[src/rtl/fastram_arbiter.sv]
// fastram_arbiter: shares the single fast-RAM SDRAM port between port A (CPU memory map)
// and port B (secondary master). One access at a time, fixed read latency, req/ack handshake.
// Optional statistics counters (a_count, b_count, conflict_count) are built when the macro
// FASTRAM_ARB_STATS_EN is defined.
module fastram_arbiter #(
    parameter int unsigned ADDR_W     = 23,
    parameter int unsigned RD_LATENCY = 2,
    parameter int unsigned B_PRIORITY = 0
) (
    input  logic              CLK_14M,
    input  logic              reset_n,
    input  logic              a_req,
    input  logic              a_we,
    input  logic [ADDR_W-1:0] a_addr,
    input  logic [7:0]        a_wdata,
    output logic              a_ack,
    output logic [7:0]        a_rdata,
    input  logic              b_req,
    input  logic              b_we,
    input  logic [ADDR_W-1:0] b_addr,
    input  logic [7:0]        b_wdata,
    output logic              b_ack,
    output logic [7:0]        b_rdata,
    output logic [ADDR_W-1:0] fastram_address,
    output logic [7:0]        fastram_datatoram,
    input  logic [7:0]        fastram_datafromram,
    output logic              fastram_we,
    output logic              fastram_ce,
`ifdef FASTRAM_ARB_STATS_EN
    output logic [15:0]       a_count,
    output logic [15:0]       b_count,
    output logic [15:0]       conflict_count,
`endif
    output logic              busy
);

    localparam logic [1:0] StIdle  = 2'd0;
    localparam logic [1:0] StIssue = 2'd1;
    localparam logic [1:0] StWait  = 2'd2;
    localparam logic [1:0] StDone  = 2'd3;

    // WAIT is entered with the full latency so the capture edge lands RD_LATENCY clocks after ce
    localparam logic [2:0] LatInit = 3'(RD_LATENCY);

    logic [1:0]        state_q, state_d;
    logic              grant_b_q, grant_b_d;
    logic              last_b_q, last_b_d;
    logic [2:0]        lat_cnt_q, lat_cnt_d;
    logic [ADDR_W-1:0] addr_q, addr_d;
    logic [7:0]        wdata_q, wdata_d;
    logic              we_q, we_d;
    logic [7:0]        a_rdata_q, a_rdata_d;
    logic [7:0]        b_rdata_q, b_rdata_d;
    logic              both_req;
    logic              pick_b;

    // Arbitration: single requester wins outright; ties go by priority mode
    always_comb begin
        both_req = a_req & b_req;
        if (both_req) begin
            pick_b = (B_PRIORITY != 0) ? 1'b1 : ~last_b_q;
        end else begin
            pick_b = b_req;
        end
    end

    // Access sequencer next-state
    always_comb begin
        state_d   = state_q;
        grant_b_d = grant_b_q;
        last_b_d  = last_b_q;
        lat_cnt_d = lat_cnt_q;
        addr_d    = addr_q;
        wdata_d   = wdata_q;
        we_d      = we_q;
        a_rdata_d = a_rdata_q;
        b_rdata_d = b_rdata_q;
        case (state_q)
            StIdle: begin
                if (a_req || b_req) begin
                    grant_b_d = pick_b;
                    last_b_d  = pick_b;
                    addr_d    = pick_b ? b_addr  : a_addr;
                    wdata_d   = pick_b ? b_wdata : a_wdata;
                    we_d      = pick_b ? b_we    : a_we;
                    state_d   = StIssue;
                end
            end
            StIssue: begin
                if (we_q) begin
                    state_d = StDone;
                end else begin
                    lat_cnt_d = LatInit;
                    state_d   = StWait;
                end
            end
            StWait: begin
                if (lat_cnt_q == 3'd1) begin
                    if (grant_b_q) begin
                        b_rdata_d = fastram_datafromram;
                    end else begin
                        a_rdata_d = fastram_datafromram;
                    end
                    state_d = StDone;
                end else begin
                    lat_cnt_d = lat_cnt_q - 3'd1;
                end
            end
            StDone: begin
                state_d = StIdle;
            end
            default: begin
                state_d = StIdle;
            end
        endcase
    end

    // State and datapath registers; last grant resets to B so A wins the first tie
    always_ff @(posedge CLK_14M or negedge reset_n) begin
        if (!reset_n) begin
            state_q   <= StIdle;
            grant_b_q <= 1'b0;
            last_b_q  <= 1'b1;
            lat_cnt_q <= 3'd0;
            addr_q    <= '0;
            wdata_q   <= 8'h00;
            we_q      <= 1'b0;
            a_rdata_q <= 8'h00;
            b_rdata_q <= 8'h00;
        end else begin
            state_q   <= state_d;
            grant_b_q <= grant_b_d;
            last_b_q  <= last_b_d;
            lat_cnt_q <= lat_cnt_d;
            addr_q    <= addr_d;
            wdata_q   <= wdata_d;
            we_q      <= we_d;
            a_rdata_q <= a_rdata_d;
            b_rdata_q <= b_rdata_d;
        end
    end

    // Strobes decode straight from the state register so reset kills them immediately
    always_comb begin
        fastram_ce        = (state_q == StIssue);
        a_ack             = (state_q == StDone) & ~grant_b_q;
        b_ack             = (state_q == StDone) & grant_b_q;
        busy              = (state_q != StIdle);
        fastram_address   = addr_q;
        fastram_datatoram = wdata_q;
        fastram_we        = we_q;
        a_rdata           = a_rdata_q;
        b_rdata           = b_rdata_q;
    end

`ifdef FASTRAM_ARB_STATS_EN
    logic [15:0] a_cnt_q, b_cnt_q, conf_cnt_q;

    // Saturating access and conflict counters
    always_ff @(posedge CLK_14M or negedge reset_n) begin
        if (!reset_n) begin
            a_cnt_q    <= 16'h0000;
            b_cnt_q    <= 16'h0000;
            conf_cnt_q <= 16'h0000;
        end else begin
            if (a_ack && (a_cnt_q != 16'hFFFF)) begin
                a_cnt_q <= a_cnt_q + 16'h0001;
            end
            if (b_ack && (b_cnt_q != 16'hFFFF)) begin
                b_cnt_q <= b_cnt_q + 16'h0001;
            end
            if ((state_q == StIdle) && both_req && (conf_cnt_q != 16'hFFFF)) begin
                conf_cnt_q <= conf_cnt_q + 16'h0001;
            end
        end
    end

    // Counter outputs
    always_comb begin
        a_count        = a_cnt_q;
        b_count        = b_cnt_q;
        conflict_count = conf_cnt_q;
    end
`endif

endmodule

[config.mk]
export PLATFORM = sky130hd
export DESIGN_NAME = fastram_arbiter
export DESIGN_NICKNAME = d
export VERILOG_FILES = /design/src/rtl/fastram_arbiter.sv
export SDC_FILE = /design/constraint.sdc
export NUM_CORES = 1
export LEC_CHECK = 0
export BUFFER_PORTS_ARGS = -buffer_cell sky130_fd_sc_hd__buf_4
export CORE_ASPECT_RATIO = 1.4
export CORE_MARGIN = 2
export CORE_UTILIZATION = 30
export CTS_CLUSTER_DIAMETER = 200
export DETAILED_ROUTE_END_ITERATION = 12
export PLACE_DENSITY = 0.69
export RECOVER_POWER = 50
export SLEW_MARGIN = 20
export SYNTH_ARGS = -nofsm -noshare
export SYNTH_HDL_FRONTEND = slang
export SYNTH_SLANG_ARGS = --single-unit
export TNS_END_PERCENT = 1
[constraint.sdc]
create_clock -name CLK_14M -period 2 [get_ports CLK_14M]
set_clock_uncertainty 0.2 [all_clocks]
set_input_delay 0.4 -clock CLK_14M [delete_from_list [all_inputs] [get_ports CLK_14M]]
set_output_delay 0.4 -clock CLK_14M [all_outputs]
set_load 0.01 [all_outputs]
==> run summary, run 1 <==
Status = complete, no violations
Die area = 9320 um2
Max-slew violations = 0
HPWL Detailed = 4.86 mm
CP required = 1.40 ns
Worst stage delay on the critical path = 0.40 ns
Final GP Congestion = 0.746
Max Buffers Root-to-Sink = 2
Initial antenna violation count = 0
H-tree depth = 2
Mapped cell area = 2570 um2
Routed Antenna Nets = 0
Synth cell types = 32
Measured slew at the worst slew-check pin = 0.756 ns
Number of diodes = 0
Main synth FF type = dfrtp_1
Fin crit share = 0.943
CTS tree = done
DRC viols = 0
Root buf cell = clkbuf_16
Seq/Total Area, Yosys = 0.537
Setup bufs post-CTS = 0
Initial drt markers = 69
First-pass GRT wire length = 10.0 mm
Global Route Usage Sum = 0.137
Post-synth EDFFs = 0
Layout area overhead = 42.9%
Num CTS Buffers = 5
Final net count = 439
1st-pass router iterations = 3
Slowest CP cell = dfrtp_1
Syn avg cell area = 11.4 um2
Fill count = 836
CTS clk-pin slew, worst paths = 0.07 ns
Critical Path Sink Type = output pin
Total Power = 4.98 mW
CORE AREA = 8250 um2
Minimum clock period after layout = 1.89 ns
Yosys warns = 0
Ratio of cells with drive above 1 in the final layout = 0.329
# setup viols final = 0
Port-buffer cells = 127
Initial core utilization = 0.311
Max VDD drop = 0.496 mV
Max-cap viol count = 0
Die extent in y = 113 um
Final wirelength = 6.22 mm
Critical Path Source Type = flip-flop
IO Pins = 128
Power per cell area = 1360 nW/um2
Flop2flop setup slack = 0.14 ns
CTS sink cnt = 55
Yosys reg bits = 55
Critical path class = reg -> out
Max Fanout on Critical Path = 6
Pleak = 1.81 nW
Fmax = 0.530 GHz
Min-delay worst type = in -> reg
Crit path arrival time = 1.29 ns
Multi-input gate area = 1130 um2
Vias in the first global route = 2193
Worst-skew pair later-pin latency = 0.28 ns
Cells after synthesis = 226
Drt wl/cell = 13.6 um
Post-Synthesis Net Count = 309
Largest net degree at the start of global routing = 56
Unrepaired setup endpoints after global routing = no
Vias = 2113
Async SR Flop Fraction = 1.00
Total negative slack = 0 ns
GRT Residual Overflow = 0
Hold Fails Final Rpt = 0
Drt via density = 4.61
Headroom to the max-slew limit = 0.496
Die Span X = 82.2 um
Register area = 1380 um2
Placement row count = 39
CP Cell Sequence = inv_1, buf_4, ha_4, inv_1, buf_4
## layout by cell type (no fill, tap or decap)
cell / count
nor2b_1: 2
nor4bb_1: 1
a21oi_1: 2
nor3_1: 2
nor4b_4: 1
inv_2: 1
o21ai_0: 35
clkbuf_4: 1
a211o_1: 1
a221o_1: 1
dfstp_2: 1
nand3_1: 1
mux2_2: 17
nor4b_1: 1
nor2_1: 2
ha_4: 1
mux2i_1: 32
clkbuf_1: 48
nand2b_1: 1
a211oi_1: 1
ha_1: 6
nor3b_1: 1
and4_1: 2
dfrtp_1: 54
nand4b_1: 1
a31oi_1: 1
and2_1: 1
o211ai_1: 1
clkinv_2: 1
o21ai_4: 1
buf_4: 84
clkbuf_8: 1
dlygate4sd3_1: 1
buf_12: 2
nand2_1: 34
inv_1: 5
a22oi_1: 2
a21bo_2: 1
clkbuf_16: 5
## layout make-up
| class | instances | share of cell area |
|---|---|---|
| Inverter | 6 | 0.00614 |
| Clock buffer | 6 | 0.0378 |
| Timing Repair Buffer | 136 | 0.237 |
| Multi-Input combinational cell | 152 | 0.308 |
| Sequential cell | 55 | 0.375 |
| Tap cell | 102 | 0.0348 |
| Clock inverter | 1 | 0.00136 |
## worst max-delay path, delay by kind of cell, from the launching register on
family	cells	cell delay (ns)
adder cells (fa/ha/maj)	1	0.18
buffers and inverters	4	0.43
flip-flops	1	0.40
## power by group
group          internal [mW]  total (mW)  switching [mW]
registers               1.67        1.99           0.319
clock network          0.489       0.842           0.353
logic                  0.966        2.15            1.19
## timing repair
item	in CTS	in global routing
hold buffers	1	0
gates resized for setup	1	1
endpoints found under the setup margin	1	1
endpoints found under the hold margin	45	0
## worst paths after layout
check,from,to,cells after the start
worst max-delay path,state_q[0],busy,5
worst min-delay path,a_req,last_b_q,2
worst max register to register,state_q[0],a_rdata[7],6
worst min register to register,fastram_datatoram[7],fastram_datatoram[7],2
max in group asynchronous,reset_n,fastram_address[9],2
min in group asynchronous,reset_n,b_rdata[6],2
## sequential cells by signal, indices dropped and copies added, names as in the netlist
name and flops:
a_rdata 8, b_rdata 8, fastram_address 23, fastram_datatoram 8, fastram_we 1, grant_b_q 1, last_b_q 1, lat_cnt_q 3
state_q 2
## metal layers
| metal | track usage | part of all wire |
|---|---|---|
| met5 | 0 | 0 |
| met4 | 0.0333 | 0.0048 |
| met3 | 0.0324 | 0.063 |
| met2 | 0.254 | 0.55 |
| met1 | 0.152 | 0.38 |
## per-stage QoR
stage	utilization	worst slack (ns)	hold slack [ns]	std cells	area, um2
finish	0.445	0.113	0.119	458	3670
global route	0.445	0.00860	0.111	458	3670
CTS	0.466	0.0303	0.108	458	3840
detailed placement	0.447	0.156	0.272	450	3680
global placement	0.447	0.188	0.264	450	3680
floorplan	-	0.00261	-0.0956	226	2570
## synth_stat cells (2+ instances only)
cell type | instances | area (um2)
a21oi_1 | 2 | 10.0
a22oi_1 | 2 | 15.0
and4_1 | 2 | 17.5
buf_2 | 4 | 20.0
buf_4 | 2 | 15.0
clkbuf_1 | 7 | 26.3
dfrtp_1 | 54 | 1350
ha_1 | 7 | 87.6
inv_1 | 5 | 18.8
mux2_2 | 17 | 191
mux2i_1 | 32 | 320
nand2_1 | 34 | 128
nor2_1 | 2 | 7.51
nor2b_1 | 2 | 12.5
nor3_1 | 2 | 10.0
o21ai_0 | 36 | 180
## cells by family after synthesis
logic type | count (synthesis) | share of synthesized area
multiplexers | 49 | 0.199
AO/OA/AOI/OAI | 46 | 0.0994
flip-flops | 55 | 0.537
buffers and inverters | 19 | 0.0327
AND/OR/NAND/NOR | 50 | 0.0980
adder cells (fa/ha/maj) | 7 | 0.0341
Power figures use the tool's default switching activity.
==> run 2: changes to the inputs <==
--- a/config.mk
+++ b/config.mk
@@ -5,13 +5,14 @@
 export SDC_FILE = /design/constraint.sdc
 export NUM_CORES = 1
 export LEC_CHECK = 0
+export ABC_AREA = 1
 export BUFFER_PORTS_ARGS = -buffer_cell sky130_fd_sc_hd__buf_4
 export CORE_ASPECT_RATIO = 1.4
 export CORE_MARGIN = 2
 export CORE_UTILIZATION = 30
 export CTS_CLUSTER_DIAMETER = 200
 export DETAILED_ROUTE_END_ITERATION = 12
-export PLACE_DENSITY = 0.69
+export PLACE_DENSITY = 0.67
 export RECOVER_POWER = 50
 export SLEW_MARGIN = 20
 export SYNTH_ARGS = -nofsm -noshare
==> run 2 against run 1 <==
- setup slack got worse by 0.0076 ns
- global-route usage grew 2.0 points
- cell area is 9.2% higher
- synthesized cell count rose by 67%
- wire length up 28%
- non-clock buffer count unchanged
- critical path depth is 1 lower
- first-iteration DRC count grew 120%
- maximum frequency decreased by 0.40%
- clock power rose by 9.1%
==> run summary, run 2 <==
Port-buffer cells = 127
Top cells by count, synth = nand2_1 (186), dfrtp_1 (54), nand3_1 (38)
Max VDD drop = 0.717 mV
Initial antenna violation count = 0
CORE AREA = 9410 um2
Wl on met1 = 3.08 mm
Met3 wire len = 318 um
Fill count = 977
Ranking of synthesized cells by area = dfrtp_1 (47%), nand2_1 (24%), nand3_1 (6.6%)
IO Pins = 128
Yosys reg bits = 55
# setup viols final = 0
CTS clk-pin slew, worst paths = 0.08 ns
Syn avg cell area = 7.65 um2
Most common cell after layout, fill and taps aside = nand2_1
Reg-to-Reg Start = state_q[1]
Max-slew violations = 0
Area leader, netlist = dfrtp_1
Int Pwr = 3.23 mW
Final GP Congestion = 0.769
Drt via density = 4.62
Minimum clock period after layout = 1.89 ns
Power per cell area = 1370 nW/um2
Post-Synthesis Net Count = 461
Max FFs per register = 23
Crit path arrival time = 1.29 ns
Clock share of power = 0.167
Vias = 2833
RR Endpoint = fastram_address[12]
Worst-skew pair later-pin latency = 0.29 ns
Status = complete, no violations
Flop2flop setup slack = 0.28 ns
Placement row count = 42
Sequential share of power = 0.369
Area share of the largest cell type after synthesis = 0.467
Main synth FF type = dfrtp_1
CTS sink cnt = 55
HPWL Detailed = 6.02 mm
Hold Fails Final Rpt = 0
CP required = 1.40 ns
WL met2 = 4.35 mm
Synth cell types = 19
1st-pass router iterations = 4
Max Buffers Root-to-Sink = 2
CTS tree = done
GRT Residual Overflow = 0
Most frequent cells in the layout = nand2_1 (186), buf_4 (106), dfrtp_1 (54)
Num CTS Buffers = 5
DRC viols = 0
Root buf cell = clkbuf_16
Post-synth EDFFs = 0
CP Cell Sequence = inv_1, ha_1, inv_2, buf_4
Most frequent cell after synthesis = nand2_1
Switching share of power = 0.412
Ratio of cells with drive above 1 in the final layout = 0.252
Cells after synthesis = 378
Measured slew at the worst slew-check pin = 0.586 ns
Die area = 10500 um2
Unrepaired setup endpoints after global routing = no
Async SR Flop Fraction = 1.00
Yosys warns = 0
Headroom to the max-slew limit = 0.609
Max-cap viol count = 0
Total negative slack = 0 ns
Routed Antenna Nets = 0
Critical path class = reg -> out
Initial core utilization = 0.308
Min-delay worst type = in -> reg
Largest net degree at the start of global routing = 35
Top Layer Used = met4
H-tree depth = 2
Worst stage delay on the critical path = 0.42 ns
Vias in the first global route = 2892
Critical Path Sink Type = output pin
Total Power = 5.49 mW
Sw power = 2.26 mW
Global Route Usage Sum = 0.157
First-pass GRT wire length = 13.1 mm
Die Span X = 87.0 um
Initial drt markers = 150
Pleak = 2.17 nW
Fin crit share = 0.947
Die extent in y = 120 um
Combinational share of power = 0.463
Seq/Total Area, Yosys = 0.476
Layout area overhead = 38.5%
Drt wl/cell = 13.0 um
Fmax = 0.528 GHz
Min-Delay Endpoint = a_rdata[5]
Number of diodes = 0
Max Fanout on Critical Path = 5
Critical Path Source Type = flip-flop
Worst hold path startpoint = fastram_datafromram[5]
Reg2Reg Depth = 7
Hold path depth = 3
Slowest CP cell = dfrtp_1
Mapped cell area = 2890 um2
Final net count = 585
Final wirelength = 7.94 mm
==> run 2: through the flow <==
step / instance area (um2) / std cells / hold WS, ns / setup slack, ns / utilization
2_1_floorplan: 2890 / 378 / -0.0956 / 0.419 / -
3_3_place_gp: 3930 / 603 / 0.104 / 0.303 / 0.418
3_5_place_dp: 3930 / 603 / 0.116 / 0.254 / 0.418
4_1_cts: 4100 / 612 / 0.114 / 0.0662 / 0.436
5_1_grt: 4010 / 613 / 0.116 / 0.0267 / 0.426
6_report: 4010 / 613 / 0.117 / 0.106 / 0.426
==> run 2: timing repair <==
action / in CTS / in global routing
setup buffers: 0 / 1
hold buffers: 1 / 0
gates resized for setup: 1 / 0
endpoints found under the setup margin: 1 / 1
hold endpoints to repair: 21 / 0
==> run 2: worst max-delay path, delay by kind of cell, from the launching register on <==
family	cells	cell delay, ns
adder cells (fa/ha/maj)	1	0.23
buffers and inverters	3	0.36
flip-flops	1	0.42
==> run 2: layer usage <==
| metal | vias up | track usage |
|---|---|---|
| met4 | 0 | 0.0547 |
| met2 | 77 | 0.288 |
| li1 | 1417 | - |
| met5 | - | 0 |
| met3 | 14 | 0.0253 |
| met1 | 1325 | 0.180 |
==> run 2: cell families after synthesis <==
logic type               count (synthesis)  share of synthesized area
AND/OR/NAND/NOR                        249                      0.378
flip-flops                              55                      0.476
buffers and inverters                   50                     0.0865
AO/OA/AOI/OAI                           17                     0.0294
adder cells (fa/ha/maj)                  7                     0.0303
==> run 2: layout make-up <==
cell class,count,area (um2),area share
multi-input cells,273,1260,0.316
flip-flops and latches,55,1380,0.344
repair buffers,136,948,0.237
clock inverters,2,20.0,0.00500
clock buffers,6,139,0.0347
inverters,31,119,0.0297
well taps,110,138,0.0344
==> run 2: how the worst max path moves through the flow <==
stage,endpoint,start,cells after the start,slack [ns]
after detailed placement,fastram_datatoram[0],state_q[0],7,0.25
after global placement,fastram_we,state_q[0],7,0.30
after global routing,busy,state_q[0],4,0.03
after floorplan,fastram_address[10],state_q[0],8,0.42
final,busy,state_q[1],4,0.11
after CTS,busy,state_q[0],4,0.07
==> run 2: power by group through the flow <==
stage	Sequential [mW]	Combinational, mW	Clock, mW
finish	2.03	2.54	0.919
global route	2.09	2.90	0.984
CTS	2.05	2.77	0.949
detailed placement	2.06	2.76	0
global placement	2.05	2.69	0
floorplan	2.19	1.33	0
